--- src/rtl/unit_fifo_pkg.sv ---
`default_nettype none
// ============================================================================
//  Module      : unit_fifo_pkg
//  Description : Shared widths, word/record types and transmit FSM encoding
//                for the per-unit result FIFO and serial transmitter.
//  Revision    : 1.0 - initial release
// ============================================================================
package unit_fifo_pkg;

    localparam int DATA_W        = 20;
    localparam int META_W        = 16;
    localparam int WORD_W        = 36;
    localparam int WORDS_PER_REC = 5;
    localparam int REC_BITS      = 180;
    localparam int HOLD_BITS     = WORD_W * (WORDS_PER_REC - 1);
    localparam int BIT_CNT_W     = 8;

    localparam logic [BIT_CNT_W-1:0] LAST_BIT = BIT_CNT_W'(REC_BITS - 1);

    typedef struct packed {
        logic [META_W-1:0] meta;
        logic [DATA_W-1:0] data;
    } unit_word_t;

    typedef logic [REC_BITS-1:0] unit_rec_t;

    typedef enum logic [0:0] {
        TX_IDLE  = 1'b0,
        TX_SHIFT = 1'b1
    } tx_state_t;

    // Build a result word from its two input fields.
    function automatic unit_word_t pack_word(input logic [META_W-1:0] meta,
                                             input logic [DATA_W-1:0] data);
        unit_word_t w;
        w.meta = meta;
        w.data = data;
        return w;
    endfunction

endpackage
`default_nettype wire

--- src/rtl/unit_fifo_ram.sv ---
`default_nettype none
// ============================================================================
//  Module      : unit_fifo_ram
//  Description : DEPTH x 180-bit record storage with wrapping read/write
//                pointers and an occupancy counter. The head record is read
//                combinationally so a pop and a shift-register load coincide.
//  Revision    : 1.0 - initial release
// ============================================================================
module unit_fifo_ram
    import unit_fifo_pkg::*;
#(
    parameter int DEPTH = 4
) (
    input  logic                       clk,
    input  logic                       reset,
    input  logic                       push,
    input  logic                       pop,
    input  unit_rec_t                  wdata,
    output unit_rec_t                  rdata,
    output logic [$clog2(DEPTH):0]     count,
    output logic                       empty,
    output logic                       full
);

    localparam int PTR_W = $clog2(DEPTH);
    localparam int CNT_W = PTR_W + 1;

    unit_rec_t          r_mem [DEPTH];
    logic [PTR_W-1:0]   r_wr_ptr;
    logic [PTR_W-1:0]   r_rd_ptr;
    logic [CNT_W-1:0]   r_count;

    // Pointer and occupancy bookkeeping; simultaneous push and pop leaves occupancy unchanged.
    always_ff @(posedge clk or posedge reset) begin
        if (reset) begin
            r_wr_ptr <= '0;
            r_rd_ptr <= '0;
            r_count  <= '0;
        end else begin
            if (push) r_wr_ptr <= r_wr_ptr + 1'b1;
            if (pop)  r_rd_ptr <= r_rd_ptr + 1'b1;
            case ({push, pop})
                2'b10:   r_count <= r_count + 1'b1;
                2'b01:   r_count <= r_count - 1'b1;
                default: r_count <= r_count;
            endcase
        end
    end

    // Record storage; contents need no reset because occupancy gates every read.
    always_ff @(posedge clk) begin
        if (push) r_mem[r_wr_ptr] <= wdata;
    end

    assign rdata = r_mem[r_rd_ptr];
    assign count = r_count;
    assign empty = (r_count == '0);
    assign full  = (r_count == CNT_W'(DEPTH));

endmodule
`default_nettype wire

--- src/rtl/unit_fifo_tx.sv ---
`default_nettype none
// ============================================================================
//  Module      : unit_fifo_tx
//  Description : Assembles five 36-bit result words into 180-bit records,
//                buffers them and shifts one record out LSB-first per
//                fifo_req pulse. An idle instance drives fifo_bits low so the
//                controller can OR all instances together.
//  Config      : UNIT_FIFO_OFLOW_STICKY_EN - overflow flag held until reset
//                (otherwise cleared when a real record burst completes).
//  Revision    : 1.0 - initial release
// ============================================================================
module unit_fifo_tx
    import unit_fifo_pkg::*;
#(
    parameter int DEPTH = 4
) (
    input  logic                clk,
    input  logic                reset,
    input  logic [DATA_W-1:0]   in_data,
    input  logic [META_W-1:0]   in_meta,
    input  logic                in_valid,
    input  logic                fifo_req,
    output logic                fifo_bits,
    output logic                fifo_empty,
    output logic                fifo_oflow
);

    logic [2:0]             r_word_cnt;
    logic [HOLD_BITS-1:0]   r_hold;
    unit_word_t             w_word;
    unit_rec_t              w_rec;
    logic                   w_rec_done;
    logic                   w_push;
    logic                   w_drop;

    unit_rec_t              w_head;
    logic [$clog2(DEPTH):0] w_count;
    logic                   w_empty;
    logic                   w_full;

    tx_state_t              r_state;
    tx_state_t              w_state_nxt;
    logic                   w_load;
    logic                   w_pop;
    logic                   w_burst_done;
    unit_rec_t              r_shreg;
    logic [BIT_CNT_W-1:0]   r_bit_cnt;
    logic                   r_real;
    logic                   r_bits;
    logic                   r_oflow;

    assign w_word     = pack_word(in_meta, in_data);
    assign w_rec_done = in_valid && (r_word_cnt == 3'(WORDS_PER_REC - 1));
    assign w_rec      = {w_word, r_hold};
    // The pop frees a slot first, so a completion at full is kept if a pop coincides.
    assign w_push     = w_rec_done && (!w_full || w_pop);
    assign w_drop     = w_rec_done && w_full && !w_pop;

    unit_fifo_ram #(
        .DEPTH (DEPTH)
    ) u_ram (
        .clk   (clk),
        .reset (reset),
        .push  (w_push),
        .pop   (w_pop),
        .wdata (w_rec),
        .rdata (w_head),
        .count (w_count),
        .empty (w_empty),
        .full  (w_full)
    );

    // Word assembler: slot the first four words into the holding register, the fifth completes.
    always_ff @(posedge clk or posedge reset) begin
        if (reset) begin
            r_word_cnt <= '0;
            r_hold     <= '0;
        end else if (in_valid) begin
            if (w_rec_done) begin
                r_word_cnt <= '0;
            end else begin
                for (int i = 0; i < WORDS_PER_REC - 1; i++) begin
                    if (r_word_cnt == 3'(i)) r_hold[i*WORD_W +: WORD_W] <= w_word;
                end
                r_word_cnt <= r_word_cnt + 3'd1;
            end
        end
    end

    // Transmit FSM state register.
    always_ff @(posedge clk or posedge reset) begin
        if (reset) r_state <= TX_IDLE;
        else       r_state <= w_state_nxt;
    end

    // Transmit FSM next state; requests during a burst are dropped silently.
    always_comb begin
        w_state_nxt = r_state;
        w_load      = 1'b0;
        w_pop       = 1'b0;
        case (r_state)
            TX_IDLE: begin
                if (fifo_req) begin
                    w_load      = 1'b1;
                    w_pop       = !w_empty;
                    w_state_nxt = TX_SHIFT;
                end
            end
            TX_SHIFT: begin
                if (r_bit_cnt == LAST_BIT) w_state_nxt = TX_IDLE;
            end
            default: w_state_nxt = TX_IDLE;
        endcase
    end

    assign w_burst_done = (r_state == TX_SHIFT) && (r_bit_cnt == LAST_BIT);

    // Shift datapath: load the head (or zeros when empty), then emit one bit per clock.
    always_ff @(posedge clk or posedge reset) begin
        if (reset) begin
            r_shreg   <= '0;
            r_bit_cnt <= '0;
            r_real    <= 1'b0;
            r_bits    <= 1'b0;
        end else if (w_load) begin
            r_shreg   <= w_pop ? w_head : '0;
            r_bit_cnt <= '0;
            r_real    <= w_pop;
            r_bits    <= 1'b0;
        end else if (r_state == TX_SHIFT) begin
            r_bits    <= r_shreg[0];
            r_shreg   <= {1'b0, r_shreg[REC_BITS-1:1]};
            r_bit_cnt <= w_burst_done ? '0 : r_bit_cnt + 1'b1;
        end else begin
            r_bits    <= 1'b0;
        end
    end

    // Overflow flag: a drop always sets it; a new drop wins over a same-cycle clear.
    always_ff @(posedge clk or posedge reset) begin
        if (reset) begin
            r_oflow <= 1'b0;
        end else if (w_drop) begin
            r_oflow <= 1'b1;
        end
`ifdef UNIT_FIFO_OFLOW_STICKY_EN
`else
        else if (w_burst_done && r_real) begin
            r_oflow <= 1'b0;
        end
`endif
    end

    assign fifo_bits  = r_bits;
    assign fifo_empty = w_empty;
    assign fifo_oflow = r_oflow;

endmodule
`default_nettype wire

--- config.mk ---
export PLATFORM = sky130hd
export DESIGN_NAME = unit_fifo_tx
export DESIGN_NICKNAME = d
export VERILOG_FILES = /design/src/rtl/unit_fifo_pkg.sv /design/src/rtl/unit_fifo_ram.sv /design/src/rtl/unit_fifo_tx.sv
export SDC_FILE = /design/constraint.sdc
export NUM_CORES = 1
export LEC_CHECK = 0
export BUFFER_PORTS_ARGS = -buffer_cell sky130_fd_sc_hd__buf_2
export CAP_MARGIN = 10
export CORE_MARGIN = 2
export CORE_UTILIZATION = 53
export DETAILED_ROUTE_END_ITERATION = 10
export PLACE_DENSITY = 0.79
export SYNTH_ARGS = -nofsm -noshare
export SYNTH_HDL_FRONTEND = slang
export SYNTH_HIERARCHICAL = 1
export SYNTH_SLANG_ARGS = --single-unit
export TNS_END_PERCENT = 50
--- constraint.sdc ---
create_clock -name clk -period 17.28 [get_ports clk]
set_input_delay 2.592 -clock clk [delete_from_list [all_inputs] [get_ports clk]]
set_output_delay 2.592 -clock clk [all_outputs]
set_load 0.01 [all_outputs]
Yosys cells after proc, flatten, opt, wreduce, memory -nomap -nowiden

Memory sizes are Yosys's and may differ from the RTL's.
Cells that the tools add are included.

Add/sub/neg operators: 6
$mul: 0
Divide/modulo/power cells: 0
Order comparisons: 0
Equality and inequality tests: 8
Shifts and indexed selects: 0
Mux-type cells: 20
Bitwise gates (word level): 2
Reductions and logical operators: 19

Operators by type and width:

| operator            | count |
|---|---|
| $mux 180            | 3 |
| $mux 8              | 3 |
| $reduce_and 3->1    | 4 |
| $mux 1              | 11 |
| $add 8x1->8 const B | 1 |
| $eq 8x8->1 const B  | 1 |
| $add 3x1->3 const B | 2 |
| $eq 3x2->1 const B  | 2 |
| $eq 3x3->1 const B  | 2 |
| $logic_and 1x1->1   | 6 |
| $logic_not 3->1     | 2 |
| $pmux 3 s2          | 1 |
| $reduce_bool 2->1   | 3 |
| $add 2x1->2 const B | 2 |
| $eq 3x1->1 const B  | 1 |
| $logic_not 1->1     | 3 |
| $mux 3              | 1 |
| $sub 3x1->3 const B | 1 |
| $eq 2x1->1 const B  | 1 |
| $eq 2x2->1 const B  | 1 |
| $not 1->1           | 2 |
| $pmux 1 s2          | 1 |
| $logic_or 1x1->1    | 1 |

Register bits: 346
Latch bits: 0
Memory bits (writable): 720
Memory bits (read-only): 0
Input port bits: 40
Output and inout bits: 3
Word-level logic and storage cells: 70
Memories kept: 1

Memory list:

| name        | depth | bits a word | rd ports | clocked after Yosys merged registers in | write ports | line                | text |
|---|---|---|---|---|---|---|---|
| u_ram.r_mem | 4     | 180         | 1        | 0                                       | 1           | unit_fifo_ram.sv:28 | `unit_rec_t r_mem [DEPTH];` |

Logic depth before layout (Yosys ltp)

Depth after elaboration: 8
Gate-level depth with buffers: 11
Mapped depth without buffers: 11

By module

Netlist, hierarchy kept.

Modules (own cells, without submodules):

| module        | instances | cells an instance | area each (µm²) | sequential area each (µm²) |
|---|---|---|---|---|
| unit_fifo_ram | 1         | 977               | 26,399.1        | 21,795.9 |
| unit_fifo_tx  | 1         | 1,195             | 14,106.0        | 8,483.1 |

Worst setup path after synthesis

OpenSTA, ideal clock, no wires.

Path type: input -> register
Start point: in fifo_req
End point: mem u_ram/r_mem[0][0] (netlist name), enable pin
Setup time: 0.561 ns
Arrival: 7.614 ns
Data required time: 16.719 ns
Setup slack: 9.104 ns
Stages: 3
Path buffers: 0
Cells stage by stage: or3b_2 -> a21oi_1 -> and2_1

Longest elaborated chain between the ends: 6

Ends and longest elaborated chain:

| element                      | line                | text |
|---|---|---|
| start, declared              | unit_fifo_tx.sv:22  | `input logic fifo_req,` |
| $mux 1                       | unit_fifo_tx.sv:103 | `if (fifo_req) begin` |
| $mux 1                       | unit_fifo_tx.sv:101 | `case (r_state)` |
| $logic_or 1x1->1             | unit_fifo_tx.sv:56  | `assign w_push = w_rec_done && (!w_full \|\| w_pop);` |
| $logic_and 1x1->1            | unit_fifo_tx.sv:56  |  |
| named net w_push             | unit_fifo_tx.sv:33  | `logic w_push;` |
| $mux 1                       | unit_fifo_ram.sv:52 | `if (push) r_mem[r_wr_ptr] <= wdata;` |
| $mux 1 (not written as such) | unit_fifo_ram.sv:52 |  |
| end, declared                | unit_fifo_ram.sv:28 |  |

The timed path passes the listed nets, and every way through them passes these cells.

Worst setup path after layout

Start point: in fifo_req
End point: mem u_ram/r_mem[0][22] (netlist name), enable pin

Same word-level chain as after synthesis.

==> results.json <==
{
  "r2r_slack_ns": 12.92,
  "grt_pass1_wl_mm": 125,
  "cts_buffer_depth": 3,
  "synth-edff-count": 720,
  "synth_top_family_by_area": "multiplexers",
  "worst_skew_pair.late_latency_ns": 0.65,
  "place_hpwl_mm": 39.4,
  "synth_compound_area_frac": 0.0593,
  "holdCritStartpoint": "r_shreg[84]$_DFFE_PP0P_",
  "yosysWarnings": 6,
  "reg2reg_depth": 4,
  "grt_usage": 0.207,
  "numCtsBuffers": 99,
  "rows": 101,
  "critical_path_class": "in -> reg",
  "status": "complete, no violations",
  "yosysMostFrequentCell": "edfxtp_1",
  "worstMarginPinSlew_ns": 1.21,
  "drv_slew": 0,
  "core_area_sq_um": 75800,
  "syn_avg_cell_area_sq_um": 18.6,
  "grt_pass1_vias": 21700,
  "fin_nets": 2256,
  "die_x_um": 280,
  "path_cells": "buf_2, or3b_2, a21oi_1, and2_4, buf_4",
  "end_kind": "flip-flop",
  "first_iter_violations": 1984,
  "synth-seq-cells": 1066,
  "grt_max_degree": 134,
  "regToRegStartpoint": "r_state$_DFF_PP0_",
  "max_freq_mhz": 178,
  "wirelength_mm": 79.3,
  "routabilityCongestion": 0.727,
  "antenna_left": 0,
  "setup_viol": 0,
  "hold_depth": 2,
  "cp.required_ns": 17.55,
  "ys_seq_area_frac": 0.748,
  "synthMuxAreaShare": 0.141,
  "vias": 20300,
  "final_layout_size_suffix_gt1_frac": 0.242,
  "maxCapViolCount": 0,
  "max_slew_margin": 0.190,
  "synth_common_cells": "edfxtp_1, dfrtp_1, nand2_1, a22oi_1, mux4_2",
  "chipHeight_um": 280,
  "synth_fa_ha_area_frac": 0.00420,
  "reg2reg_to": "u_ram/r_mem[0][22]$_DFFE_PP_",
  "ios": 43,
  "wl_per_cell_um": 24.3,
  "worstPathMaxFanout": 65,
  "start_util": 0.534,
  "clkSinkCount": 1066,
  "synth_flop_cell": "edfxtp_1",
  "p_leak_nw": 15.8,
  "cpMaxStageDelayCell": "and2_4",
  "cts_tree": "done",
  "postSynthCellCount": 2172,
  "worstSetupStartpointType": "input pin",
  "yosysTopAreaCellShare": 0.534,
  "ys_types": 47,
  "ir_drop_mv": 0.0860,
  "cts_resized": 0,
  "critPathMaxStageDelay_ns": 1.02,
  "power_density_nw_per_um2": 160,
  "min_to": "r_shreg[83]$_DFFE_PP0P_",
  "post_dp_cell_area_sq_um": 41300,
  "clkSlewWorstSetupHoldPaths_ns": 0.06,
  "cts_root_buffer": "clkbuf_16",
  "synthesis.nets": 2225,
  "skew_ns": 0.0254,
  "io_buffers": 42,
  "area_growth_pct": 9.80,
  "dieArea_sq_um": 78700,
  "arrival_ns": 5.89,
  "min_path_type": "reg -> reg",
  "netlist_area_sq_um": 40500,
  "design_area_sq_um": 44500,
  "route.detailed.drc": 0,
  "via_per_inst": 6.22,
  "async_flop_share": 0.325,
  "synthTopCellsByArea": "edfxtp_1, dfrtp_1, mux4_2, mux2_2, a22oi_1",
  "synthXorXnorAreaFrac": 0.00151,
  "whs_ns": 0.467,
  "period_share": 0.325,
  "post_cts_buffers": 0,
  "synth.largest_area_cell": "edfxtp_1",
  "cts-hold-fix-buffers": 0,
  "finalHoldViolations": 0,
  "htreeDepth": 3,
  "antenna_found_initial": 6,
  "rsz0062_at_grt": "no",
  "fin_setup_tns_ns": 0,
  "yosys.area_share.simple": 0.0234,
  "dr.pass1.iters": 5,
  "period_minus_slack_ns": 5.62,
  "overflow": 0
}
routing by layer:
metal	part of all wire	global-route usage	vias to the layer above
met2	0.52	0.363	688
met1	0.40	0.273	10900
met3	0.053	0.0284	137
met4	0.021	0.0594	0
met5	0	0	-
li1	-	-	8603
worst max path at each step:
stage / start / to / slack (ns) / cells after the start
final: fifo_req / u_ram/r_mem[0][22]$_DFFE_PP_ / 11.66 / 5
after floorplan: reset / fifo_bits$_DFF_PP0_ / 5.29 / 1
after detailed placement: fifo_req / u_ram/r_mem[0][148]$_DFFE_PP_ / 11.07 / 5
after global routing: fifo_req / u_ram/r_mem[0][22]$_DFFE_PP_ / 11.54 / 5
after global placement: fifo_req / u_ram/r_mem[0][148]$_DFFE_PP_ / 11.18 / 5
after CTS: fifo_req / u_ram/r_mem[0][157]$_DFFE_PP_ / 11.68 / 5
worst max-delay path: cells and delay by family:
| kind | cells | cell delay [ns] |
|---|---|---|
| simple gates | 2 | 1.56 |
| buf+inv | 2 | 1.01 |
| compound gates | 1 | 0.58 |
metrics by stage:
stage | worst slack [ns] | utilization | std cells | total power (W)
after floorplan | 5.29 | - | 2172 | 0.00472
after global placement | 11.18 | 0.545 | 3080 | 0.00493
after detailed placement | 11.07 | 0.545 | 3080 | 0.00504
after CTS | 11.68 | 0.587 | 3267 | 0.00714
after global routing | 11.54 | 0.587 | 3268 | 0.00741
final | 11.66 | 0.587 | 3268 | 0.00709
power breakdown:
group          internal, W  leakage, nW  switching (W)
Clock              0.00119         1.55       0.000915
Sequential         0.00338         10.7       0.000374
Combinational     0.000636         3.56       0.000608
sequential cells by signal, summed over array words and instances (netlist names):
register and count:
fifo_oflow 1, u_ram/r_rd_ptr 2, u_ram/count 3, r_shreg 180, r_word_cnt 3, fifo_bits 1, r_bit_cnt 8, u_ram/r_mem 720
r_real 1, r_hold 144, u_ram/r_wr_ptr 2, r_state 1
layout make-up:
cell class                      instances  area [sq um]
Fill cell                            5191         31400
Sequential cell                      1066         30300
Multi-Input combinational cell        954          9300
Clock buffer                          142          2780
Tap cell                              978          1220
Timing Repair Buffer                   64           413
Clock inverter                         45           379
Inverter                               18          80.1
Antenna cell                            1          2.50
kinds of logic after synthesis:
kind of cell	after synthesis
xor+xnor	7
compound gates	383
flops	1066
fa+ha+maj	13
buf+inv	152
simple gates	224
mux	327
cell usage in the layout (no fill, tap or decap), types with 5 or more instances in the layout:
master	n
nand2_1	189
o21ai_0	148
nand3_1	7
mux2_2	145
clkinv_1	10
ha_1	12
a22oi_1	180
edfxtp_1	720
dfrtp_1	343
mux4_2	180
xor2_1	5
o21ai_1	44
inv_1	15
clkbuf_1	31
clkbuf_8	10
clkinv_2	21
clkbuf_16	101
buf_2	42
buf_4	19
No activity file was read; power rests on OpenSTA's default activity.
